File: config.mk
export PLATFORM = sky130hd
export DESIGN_NAME = beacon_tx
export DESIGN_NICKNAME = d
export VERILOG_FILES = /design/src/rtl/beacon_tx.sv
export SDC_FILE = /design/constraint.sdc
export NUM_CORES = 1
export LEC_CHECK = 0
export ABC_AREA = 1
export CORE_MARGIN = 3
export CORE_UTILIZATION = 62
export DETAILED_ROUTE_END_ITERATION = 6
export GPL_TIMING_DRIVEN = 0
export HOLD_SLACK_MARGIN = 0.1
export PLACE_DENSITY = 0.8
export SETUP_SLACK_MARGIN = 0.2
export SLEW_MARGIN = 20
export SYNTH_ARGS = -nofsm -noshare
export SYNTH_HDL_FRONTEND = slang
export SYNTH_SLANG_ARGS = --single-unit
File: constraint.sdc
create_clock -name clk -period 3.1 [get_ports clk]
set_clock_uncertainty 0.1 [all_clocks]
set_input_delay 0.62 -clock clk [delete_from_list [all_inputs] [get_ports clk]]
set_output_delay 0.62 -clock clk [all_outputs]
set_load 0.1 [all_outputs]
File: src/rtl/beacon_tx.sv
// rtl/beacon_tx.sv - pulsed sine beacon: NCO plus quarter-wave LUT feeding a DAC at a fixed burst cadence
module beacon_tx #(
    parameter int CLK_FREQ       = 100_000_000,
    parameter int SAMPLE_RATE    = 5_000_000,
    parameter int TARGET_FREQ    = 457_000,
    parameter int ON_SAMPLES     = 350_000,
    parameter int PERIOD_SAMPLES = 5_000_000,
    parameter int DW             = 12,
    parameter int PHASE_W        = 32
) (
    input  logic          clk,
    input  logic          rst,
    input  logic          en_i,
    output logic [DW-1:0] dac_sample_o,
    output logic          dac_valid_o,
    output logic          carrier_o,
    output logic          pulse_active_o,
    output logic          pulse_start_o
);
    localparam int DIV  = CLK_FREQ / SAMPLE_RATE;
    localparam int DIVW = (DIV > 1) ? $clog2(DIV) : 1;
    localparam int CW   = (PERIOD_SAMPLES > 1) ? $clog2(PERIOD_SAMPLES) : 1;
    localparam logic [63:0] TW64 =
        ((64'(TARGET_FREQ) << PHASE_W) + 64'(SAMPLE_RATE / 2)) / 64'(SAMPLE_RATE);
    localparam logic [PHASE_W-1:0] TW  = TW64[PHASE_W-1:0];
    localparam logic [DW-1:0]      MID = {1'b1, {(DW-1){1'b0}}};
    localparam real PI  = 3.14159265358979323846;
    localparam real AMP = real'((2 ** (DW - 1)) - 1);

    if (CLK_FREQ % SAMPLE_RATE != 0) begin : g_bad_div
        $error("beacon_tx: CLK_FREQ must be an exact multiple of SAMPLE_RATE");
    end
    if (PERIOD_SAMPLES <= ON_SAMPLES) begin : g_bad_period
        $error("beacon_tx: PERIOD_SAMPLES must exceed ON_SAMPLES");
    end

    // Half-bin offset keeps the table symmetric so quadrant mirroring needs no special case at i=0.
    logic [DW-2:0] lut [64];
    for (genvar g = 0; g < 64; g++) begin : g_lut
        localparam real ANG = PI / 2.0 * (real'(g) + 0.5) / 64.0;
        assign lut[g] = (DW-1)'($rtoi(AMP * $sin(ANG) + 0.5));
    end

    typedef enum logic [1:0] {S_IDLE, S_ON, S_OFF} state_t;

    state_t             state_q, state_d;
    logic [DIVW-1:0]    div_q, div_d;
    logic [PHASE_W-1:0] phase_q, phase_d;
    logic [CW-1:0]      cnt_q, cnt_d;
    logic [DW-1:0]      sample_q, sample_d;
    logic               valid_q, valid_d;
    logic               carrier_q, carrier_d;
    logic               active_q, active_d;
    logic               start_q, start_d;

    logic          tick;
    logic [1:0]    quad;
    logic [5:0]    idx;
    logic [DW-2:0] mag;
    logic [DW-1:0] sine;
    logic [CW:0]   cnt_inc;

    assign tick    = (div_q == DIVW'(DIV - 1));
    assign quad    = phase_q[PHASE_W-1 -: 2];
    assign idx     = phase_q[PHASE_W-3 -: 6];
    assign mag     = quad[0] ? lut[~idx] : lut[idx];
    assign sine    = quad[1] ? (MID - DW'(mag)) : (MID + DW'(mag));
    assign cnt_inc = {1'b0, cnt_q} + 1'b1;

    always_comb begin
        state_d   = state_q;
        div_d     = div_q;
        phase_d   = phase_q;
        cnt_d     = cnt_q;
        sample_d  = sample_q;
        valid_d   = 1'b0;
        carrier_d = carrier_q;
        active_d  = active_q;
        start_d   = 1'b0;
        if (!en_i) begin
            // Disable takes priority over a coincident tick.
            state_d   = S_IDLE;
            div_d     = '0;
            phase_d   = '0;
            cnt_d     = '0;
            sample_d  = MID;
            carrier_d = 1'b0;
            active_d  = 1'b0;
        end else begin
            case (state_q)
                S_IDLE: begin
                    state_d = S_ON;
                    div_d   = '0;
                    phase_d = '0;
                    cnt_d   = '0;
                end
                S_ON, S_OFF: begin
                    div_d = tick ? '0 : div_q + 1'b1;
                    if (tick) begin
                        valid_d = 1'b1;
                        cnt_d   = cnt_inc[CW-1:0];
                        if (state_q == S_ON) begin
                            sample_d  = sine;
                            carrier_d = phase_q[PHASE_W-1];
                            active_d  = 1'b1;
                            start_d   = (cnt_q == '0);
                            phase_d   = phase_q + TW;
                            if (cnt_inc == (CW+1)'(ON_SAMPLES)) state_d = S_OFF;
                        end else begin
                            sample_d  = MID;
                            carrier_d = 1'b0;
                            active_d  = 1'b0;
                            if (cnt_inc == (CW+1)'(PERIOD_SAMPLES)) begin
                                state_d = S_ON;
                                phase_d = '0;
                                cnt_d   = '0;
                            end
                        end
                    end
                end
                default: state_d = S_IDLE;
            endcase
        end
    end

    always_ff @(posedge clk or posedge rst) begin
        if (rst) begin
            state_q   <= S_IDLE;
            div_q     <= '0;
            phase_q   <= '0;
            cnt_q     <= '0;
            sample_q  <= MID;
            valid_q   <= 1'b0;
            carrier_q <= 1'b0;
            active_q  <= 1'b0;
            start_q   <= 1'b0;
        end else begin
            state_q   <= state_d;
            div_q     <= div_d;
            phase_q   <= phase_d;
            cnt_q     <= cnt_d;
            sample_q  <= sample_d;
            valid_q   <= valid_d;
            carrier_q <= carrier_d;
            active_q  <= active_d;
            start_q   <= start_d;
        end
    end

    assign dac_sample_o   = sample_q;
    assign dac_valid_o    = valid_q;
    assign carrier_o      = carrier_q;
    assign pulse_active_o = active_q;
    assign pulse_start_o  = start_q;
endmodule

== Word level (Yosys, flattened, before mapping) ==
Memories as Yosys holds them, arrays and structs flattened.
Cells that the tools add are included.

* Logic and storage cells: 83
* Memories: 2
* Input port bits: 3
* Output and inout port bits: 16
* RAM bits: 0
* ROM bits: 1408
* Bits in latches: 0
* Register bits: 78

{| class="wikitable"
|+ Memory list
! name !! words !! width !! read ports !! clocked after Yosys merged registers in !! wr ports !! RTL line !! RTL
|-
| (no name shown) || 64 || 11 || 1 || 0 || 0 || 66 || <nowiki>assign mag = quad[0] ? lut[~idx] : lut[idx];</nowiki>
|-
| (no name shown) || 64 || 11 || 1 || 0 || 0 || 66 ||
|}

* Equality and inequality tests: 11
* $lt $le $gt $ge: 2
* $mul: 0
* Shift-type cells: 0
* Divide/modulo/power cells: 0
* Bitwise operators: 3
* Add/subtract/negate cells: 5
* Mux-type cells: 44
* Reductions and logical operators: 7

{| class="wikitable"
|+ Operators with widths
! operator !! number
|-
| $mux 32 || 4
|-
| $mux 23 || 4
|-
| $pmux 32 s2 || 1
|-
| $mux 12 || 5
|-
| $mux 11 || 5
|-
| $pmux 23 s2 || 1
|-
| $add 32x29->32 const B || 1
|-
| $add 23x1->24 const B || 1
|-
| $eq 24x19->1 const B || 1
|-
| $eq 24x23->1 const B || 1
|-
| $logic_not 23->1 || 1
|-
| $mux 1 || 15
|-
| $ge 7x7->1 const B || 2
|-
| $not 6->7 || 2
|-
| $add 12x11->12 const A || 1
|-
| $sub 12x11->12 const A || 1
|-
| $mux 2 || 5
|-
| $mux 5 || 2
|-
| $pmux 5 s2 || 1
|-
| $ne 4x4->1 const B || 2
|-
| $not 6->6 || 1
|-
| $reduce_and 3->1 || 2
|-
| $add 5x1->5 const B || 1
|-
| $eq 5x5->1 const B || 1
|-
| 9 further kinds || 11
|}

== Logic depth before layout (Yosys ltp) ==
Gate-level depths: netlist of the first run.

* Depth after elaboration: 12
* Gate-level depth with buffers: 20
* Depth with buffers taken out: 18

== Worst setup path before layout of the first run ==
No wires, ideal clock.

* Path kind: flip-flop to flip-flop
* Start: register phase_q[25]
* End: register sample_q[2], in the netlist dac_sample_o[2]
* Cell stages (with the launch flop): 19
* Clock period less this slack: 2.571 ns
* Path buffers: 2
* Data arrival time: 2.342 ns
* Library setup time: 0.129 ns
* Setup slack: 0.529 ns
* Data required time: 2.871 ns
* Cell sequence: dfrtp_1 -> buf_2 -> inv_1 -> ha_1 -> buf_2 -> inv_1 -> nand2_1 -> nand2_1 -> nor2_1 -> a21oi_1 -> nand2_1 -> nand2_1 -> nand2_1 -> nand2_1 -> inv_1 -> ha_1 -> nor2_1 -> xor2_1 -> o21ai_0

* Word-level cells in the longest chain between the ends: 12
* Elaborated cells on any way between the ends: 17
* Those cells by class: 2 x add/sub; 10 x mux; 3 x bitwise; 2 x memory

{| class="wikitable"
|+ Ends and longest elaborated chain
! what !! RTL line !! RTL
|-
| from (decl) || 48 || <nowiki>logic [PHASE_W-1:0] phase_q, phase_d;</nowiki>
|-
| from (signal assigned) || 140 || <nowiki>phase_q <= phase_d;</nowiki>
|-
| $not 6->6 || 66 ||
|-
| $not 6->7 || 66 ||
|-
| $mem_v2 64x11 || -- ||
|-
| $mux 11 (not written as such) (2 in a row) || 66 ||
|-
| $mux 11 * || 66 ||
|-
| $add 12x11->12 / $sub 12x11->12 (equally long branches) || 67 || <nowiki>assign sine = quad[1] ? (MID - DW'(mag)) : (MID + DW'(mag));</nowiki>
|-
| $mux 12 * || 67 ||
|-
| $mux 12 * || 102 || <nowiki>if (state_q == S_ON) begin</nowiki>
|-
| $mux 12 * || 99 || <nowiki>if (tick) begin</nowiki>
|-
| $mux 12 * || 90 || <nowiki>case (state_q)</nowiki>
|-
| $mux 12 * || 80 || <nowiki>if (!en_i) begin</nowiki>
|-
| to (signal assigned) || 142 || <nowiki>sample_q <= sample_d;</nowiki>
|-
| to (decl) || 50 || <nowiki>logic [DW-1:0] sample_q, sample_d;</nowiki>
|}

Every way passes the cells marked *; elsewhere a longest branch is shown, timed or not. The select of a mux whose other input is x is not followed.
A chain may end at the register's enable or synchronous reset.

== Worst setup path after layout of the first run ==
* Start: register phase_q[25]
* End: register sample_q[9], in the netlist dac_sample_o[9]

The elaborated chain is that of the path after synthesis.

==> results.yml, run 1 <==
pwr:
  power.clock.fraction_pct: 16.6
  power_leakage_nw: 3.96
  p_comb_share_pct: 63.9
  cellPowerDensity_nw_per_um2: 829
  internal_power_w: 0.00311
  ir_drop_uv: 659
  p_sw_share_pct: 54.2
  seqPwrFrac_pct: 19.4
  switching_power_w: 0.00368
die:
  die_w_um: 114
  fp.dieH_um: 114
  start_util_pct: 65.1
  core_sq_um: 11200
  core.rowCount: 38
  dieArea_sq_um: 13100
  io_pins: 19
drt:
  via_per_inst: 6.17
  first_pass_iters: 7
  drc: 19
  drt-total-wl_mm: 24.3
  drt-wirelength-per-cell_um: 17.4
  ant_nets: 0
  drtIter0Drc: 1111
  vias: 8598
logic_synthesis:
  synth.lib_cells_used.distinct: 41
  yosysSeqAreaShare_pct: 26.8
  syn_inst: 1208
  synth_flop_cell: "dfrtp_1"
  syn_area_per_cell_sq_um: 6.03
  synth_seq_cells: 78
  synth-async-reset-ratio_pct: 100
  synth-warning-count: 0
  syn_nets: 1226
  synthesis.area_sq_um: 7280
  synth_edf_count: 0
global_route:
  grt_pass1_vias: 7921
  track_usage_pct: 37.9
  grt_pass1_wl_mm: 39.6
  antenna_found_initial: 0
  grt_max_degree: 45
  overflow: 0
placed_design:
  dpl_cell_area_sq_um: 7650
  numPortBuffers: 17
  gp_congestion: 1.04
  hpwlAfterDp_mm: 17.6
timing:
  slew_headroom_pct: 31.6
  fmax_ghz: 0.355
  worstMarginPinSlew_ns: 1.02
  period_minus_slack_ns: 2.82
  rsz0062_at_grt: "yes"
  drv_slew: 0
  setup_viol: 0
  finalCritPeriodShare_pct: 90.8
  hold_viol: 0
  setup_tns_ns: 0
setup_path:
  r2r_end: "dac_sample_o[9]"
  worstPathMaxFanout: 8
  cp.required_ns: 3.24
  rr_startpoint: "phase_q[25]"
  r2r.worst_path.cells: 16
  cp-startpoint: "phase_q[25]"
  crit_arrival_ns: 2.96
  crit_end: "dac_sample_o[9]"
  rrSetupSlack_ns: 0.28
  critPathLaunchType: "flip-flop"
  crit_path_end_kind: "flip-flop"
  crit_type: "reg -> reg"
clock_network:
  cts-root-buf: "clkbuf_16"
  cts_buffers: 9
  cts.htree.levels: 3
  cts_buffer_depth: 2
  cts_sinks: 78
  clk_latency_ns: 0.36
  clkTransAtPathRegs_ns: 0.07
  cts_hold_buf: 0
  cts_tree: "yes"
finish:
  final_cell_area_sq_um: 8190
  drive_gt1_share_pct: 12.3
  syn_to_final_growth_pct: 12.5
  nNetsFinal: 1267
  antenna_cells: 0
  fin_util_pct: 73.3
worst_hold_path:
  min_path_type: "reg -> reg"
outcome:
  status: "complete, but fails checks"
  violations: "design-rule violations"
run:
  maxCapViolCount: 0
[critical path, cell delays in order (launching register included)]
cell        delay [ns]
dfrtp_1           0.43
buf_6             0.14
clkinvlp_4        0.11
ha_2              0.43
nand2_2           0.16
nand2_1           0.12
nand3_1           0.15
nand3_1           0.11
nand3_1           0.12
nand2_2           0.14
nand2_1           0.07
nor2_2            0.17
nand3_1           0.12
nand2_1           0.08
nand2_1           0.05
nand3_1           0.13
nand2_1           0.07
[stage by stage]
step | worst slack [ns] | cells | total power, W | hold slack, ns
floorplan | 0.387 | 1208 | 0.00425 | 0.342
global placement | -0.799 | 1365 | 0.00520 | 0.362
detailed placement | -0.115 | 1366 | 0.00524 | 0.367
CTS | 0.207 | 1387 | 0.00645 | 0.382
global route | 0.128 | 1394 | 0.00727 | 0.418
finish | 0.284 | 1394 | 0.00679 | 0.383
[state kept, by name, summed over array words and instances (netlist names)]
name and count:
pulse_start_o 1, pulse_active_o 1, div_q 5, dac_valid_o 1, state_q 2, dac_sample_o 12
cnt_q 23, phase_q 32, carrier_o 1
[how the worst min path moves through the flow]
stage	start	depth (start not counted)	to	slack (ns)
5_1_grt	dac_sample_o[0]	2	dac_sample_o[0]	0.42
4_1_cts	dac_sample_o[10]	2	dac_sample_o[10]	0.38
6_report	dac_sample_o[10]	2	dac_sample_o[10]	0.38
3_3_place_gp	state_q[1]	2	state_q[1]	0.36
3_5_place_dp	dac_sample_o[10]	2	dac_sample_o[10]	0.37
2_1_floorplan	state_q[1]	2	state_q[1]	0.34
[synthesized netlist by cell type (2+ instances only)]
master | number | area, sq um
o21ai_0 | 55 | 275
nand2_1 | 379 | 1420
buf_1 | 3 | 11.3
a21oi_1 | 39 | 195
ha_1 | 15 | 188
clkinv_1 | 3 | 11.3
buf_6 | 7 | 78.8
nor2_4 | 2 | 22.5
buf_2 | 17 | 85.1
nor4_1 | 5 | 31.3
nor2_1 | 153 | 574
nand3b_1 | 2 | 15.0
inv_1 | 112 | 420
nand2_2 | 12 | 75.1
nand4_1 | 18 | 113
clkbuf_1 | 21 | 78.8
a31oi_1 | 3 | 18.8
o21ai_1 | 3 | 15.0
dfrtp_1 | 77 | 1930
inv_2 | 4 | 15.0
nand3_1 | 174 | 871
o21bai_1 | 3 | 22.5
xor2_1 | 21 | 184
nor3_1 | 12 | 60.1
o22ai_1 | 10 | 62.6
o211ai_1 | 5 | 37.5
o21ai_2 | 31 | 272
nor2_2 | 5 | 31.3
xnor2_1 | 2 | 17.5
or2_2 | 4 | 25.0
[kinds of logic after synthesis]
logic type               count (synthesis)  synth area share (%)
buffers and inverters                  168                  9.73
XOR/XNOR                                23                  2.77
AND/OR/NAND/NOR                        771                  45.3
adder cells (fa/ha/maj)                 15                  2.58
AO/OA/AOI/OAI                          153                  12.8
flip-flops                              78                  26.8
[power by group through the flow]
| stage | Sequential (W) | Combinational [W] | Clock [W] |
|---|---|---|---|
| 2_1_floorplan | 0.00152 | 0.00273 | 0 |
| 3_3_place_gp | 0.00132 | 0.00388 | 0 |
| 3_5_place_dp | 0.00133 | 0.00391 | 0 |
| 4_1_cts | 0.00131 | 0.00401 | 0.00113 |
| 5_1_grt | 0.00134 | 0.00476 | 0.00118 |
| 6_report | 0.00132 | 0.00434 | 0.00113 |
[timing repair]
item / in CTS / in global routing
setup endpoints to repair: 10 / 63
buffers inserted: 5 / 7
gates resized for setup: 10 / 44
[cell usage in the layout, fill, tap and decap left out, drive strengths merged, types with 4 or more instances in the layout]
| master | Yosys | routed |
|---|---|---|
| buf | 28 | 39 |
| nand3 | 175 | 175 |
| a21oi | 39 | 39 |
| nand4 | 18 | 18 |
| dfrtp | 77 | 77 |
| inv | 116 | 117 |
| clkinvlp | 0 | 4 |
| nor2 | 161 | 161 |
| clkdlybuf4s50 | 0 | 17 |
| ha | 15 | 15 |
| clkbuf | 21 | 33 |
| o22ai | 10 | 10 |
| nand2 | 392 | 392 |
| o21ai | 89 | 89 |
| nor4 | 5 | 5 |
| nor3 | 12 | 12 |
| o211ai | 5 | 5 |
| xor2 | 21 | 21 |
| or2 | 4 | 4 |
[area by class of cell]
class	count	area (sq um)
plain buffers	49	284
clock buffers	10	239
clock inverters	6	67.6
fillers	926	2980
inverters	119	462
multi-input cells	962	4730
flip-flops and latches	78	1950
well taps	140	175
repair buffers	30	280
[layer usage]
layer  up-vias  GRT usage, %  wire [um]
met5         -             0          0
met4         0          19.3       1070
met3       110          9.78       3260
met2       641          55.9      10400
met1      3833          51.4       9580
li1       4014             -          -
Note: power is estimated with default switching activity, not from simulation.
==> run 2: changes to the inputs <==
--- a/config.mk
+++ b/config.mk
@@ -6,6 +6,7 @@
 export NUM_CORES = 1
 export LEC_CHECK = 0
 export ABC_AREA = 1
+export CORE_ASPECT_RATIO = 1.1
 export CORE_MARGIN = 3
 export CORE_UTILIZATION = 62
 export DETAILED_ROUTE_END_ITERATION = 6
==> run 2 against run 1 <==
  * The flow now finishes without violations
  * Critical path depth unchanged
  * First-iteration DRC count increased by 3.5%
  * Largest power group unchanged
  * Sequential power hardly changed
  * Clock power decreased by 8%
  * Register-to-register slack is essentially flat
  * Core utilization decreased by 0.74 points
  * Combinational power decreased by 2%
  * Die area about the same
==> results.yml, run 2 (synthesis results as in run 1) <==
finish:
  antenna_cells: 0
  nNetsFinal: 1262
  final_cell_area_sq_um: 8130
  instances_no_fill: 1396
  syn_to_final_growth_pct: 11.8
  top_register: "phase_q"
  layout_commonest_cell: "nand2_1"
  drive_gt1_share_pct: 11.0
  largest_reg_flops: 32
  final_cell_mix: "nand2_1 (371), nand3_1 (174), nor2_1 (147), inv_1 (108), dfrtp_1 (75)"
timing:
  finalCritPeriodShare_pct: 91.2
  timing.final.ws_setup_ns: 0.273
  worstMarginPinSlew_ns: 0.989
  setup_tns_ns: 0
  drv_slew: 0
  hold_viol: 0
  setup_viol: 0
  fmax_ghz: 0.354
  period_minus_slack_ns: 2.83
  rsz0062_at_grt: "yes"
  slew_headroom_pct: 33.8
die:
  io_pins: 19
  fp.dieH_um: 120
  core.rowCount: 40
  die_w_um: 109
  start_util_pct: 64.9
  core_sq_um: 11200
  dieArea_sq_um: 13100
clock_network:
  cts-root-buf: "clkbuf_16"
  cts.htree.levels: 3
  cts_tree: "yes"
  cts_buffers: 9
  cts_buffer_depth: 2
  cts_sinks: 78
  cts_hold_buf: 0
  clkTransAtPathRegs_ns: 0.07
  clk_latency_ns: 0.35
setup_path:
  critical_path.max_stage_delay_ns: 0.40
  cp.required_ns: 3.24
  crit_type: "reg -> reg"
  worstPathMaxFanout: 10
  slowest_stage: "dfrtp_1"
  crit_arrival_ns: 2.96
  worst_path_most_repeated_cell: "nand2_1"
  critPathLaunchType: "flip-flop"
  critPathBufInv: 3
  crit_path_end_kind: "flip-flop"
  critical_path.top_delay_family: "simple AND/OR/NAND/NOR gates"
  crit_chain: "buf_4 > inv_2 > clkbuf_4 > ha_1 > a21oi_1 > o21ai_0 > nand3_1 > nand3_1 > nand2_1 > nand2_1 > nor2_4 > nand3_1 > nand2_1 > nand2_1 > nand3_1 > nand2_1"
drt:
  drt-total-wl_mm: 23.3
  drt-wirelength-per-cell_um: 16.7
  drtIter0Drc: 1150
  first_pass_iters: 7
  via_per_inst: 6.04
  vias: 8429
  ant_nets: 0
  drc: 0
placed_design:
  gp_congestion: 1.01
  dp.cells: 1373
  pre_cts_slack_ns: -0.124
  dpl_cell_area_sq_um: 7650
  hpwlAfterDp_mm: 17.1
  numPortBuffers: 17
global_route:
  grt_pass1_wl_mm: 38.4
  antenna_found_initial: 0
  overflow: 0
  track_usage_pct: 36.7
  grt_pass1_vias: 7781
  grt_max_degree: 41
pwr:
  power_leakage_nw: 3.93
  totalPowerFinal_w: 0.00661
  ir_drop_uv: 739
  cellPowerDensity_nw_per_um2: 813
outcome:
  status: "complete, no violations"
run:
  maxCapViolCount: 0
worst_hold_path:
  min_path_type: "reg -> reg"
run 2: cell types whose count changed in the layout (fill, tap and decap cells not counted), sizes merged:
cell / previous run / this run
clkbuf: 33 / 31
bufinv: 1 / 0
inv: 117 / 118
buf: 39 / 35
clkinvlp: 4 / 5
run 2: path summary, 6_finish.rpt:
kind | startpoint | to | slack [ns] | depth (start not counted)
min in group asynchronous | rst | pulse_start_o | 0.56 | 2
setup / recovery | phase_q[26] | dac_sample_o[9] | 0.27 | 16
max in group asynchronous | rst | phase_q[10] | 1.73 | 3
hold reg to reg | state_q[1] | state_q[1] | 0.38 | 2
setup reg to reg | phase_q[26] | dac_sample_o[9] | 0.27 | 16
hold / removal | state_q[1] | state_q[1] | 0.38 | 2
run 2: metrics by stage:
step,hold WS [ns],util [%]
final,0.382,72.6
after global routing,0.396,72.6
after detailed placement,0.368,68.3
after floorplan,0.342,-
after CTS,0.384,71.3
after global placement,0.360,68.1
run 2: repair_timing:
item,in CTS,in global routing
resized for setup,11,35
setup buffers,3,4
setup endpoints to repair,10,45
run 2: report_power, final:
part           internal, W  switching [W]  total (W)
clock             0.000560       0.000483    0.00104
sequential         0.00116       0.000154    0.00132
combinational      0.00127        0.00299    0.00425
run 2: per-layer routing:
metal | routed length (um) | global-route usage, % | up-vias | part of all wire (%)
met5 | 0 | 0 | - | 0
met4 | 1010 | 17.8 | 0 | 4.4
met3 | 2570 | 8.07 | 106 | 11
met2 | 10400 | 55.0 | 546 | 45
met1 | 9230 | 49.8 | 3778 | 40
li1 | - | - | 3999 | -
run 2: layout make-up:
cell class	instances	area [sq um]
flip-flops and latches	78	1960
plain buffers	49	282
repair buffers	25	243
fillers	956	3080
well taps	147	184
multi-input cells	962	4720
clock inverters	7	62.6
clock buffers	9	225
inverters	119	459
run 2: worst min-delay path, cell delays in order, from the launching register on:
cell and delay (ns):
dfrtp_1 0.35, nand2_1 0.06, nand2_1 0.05
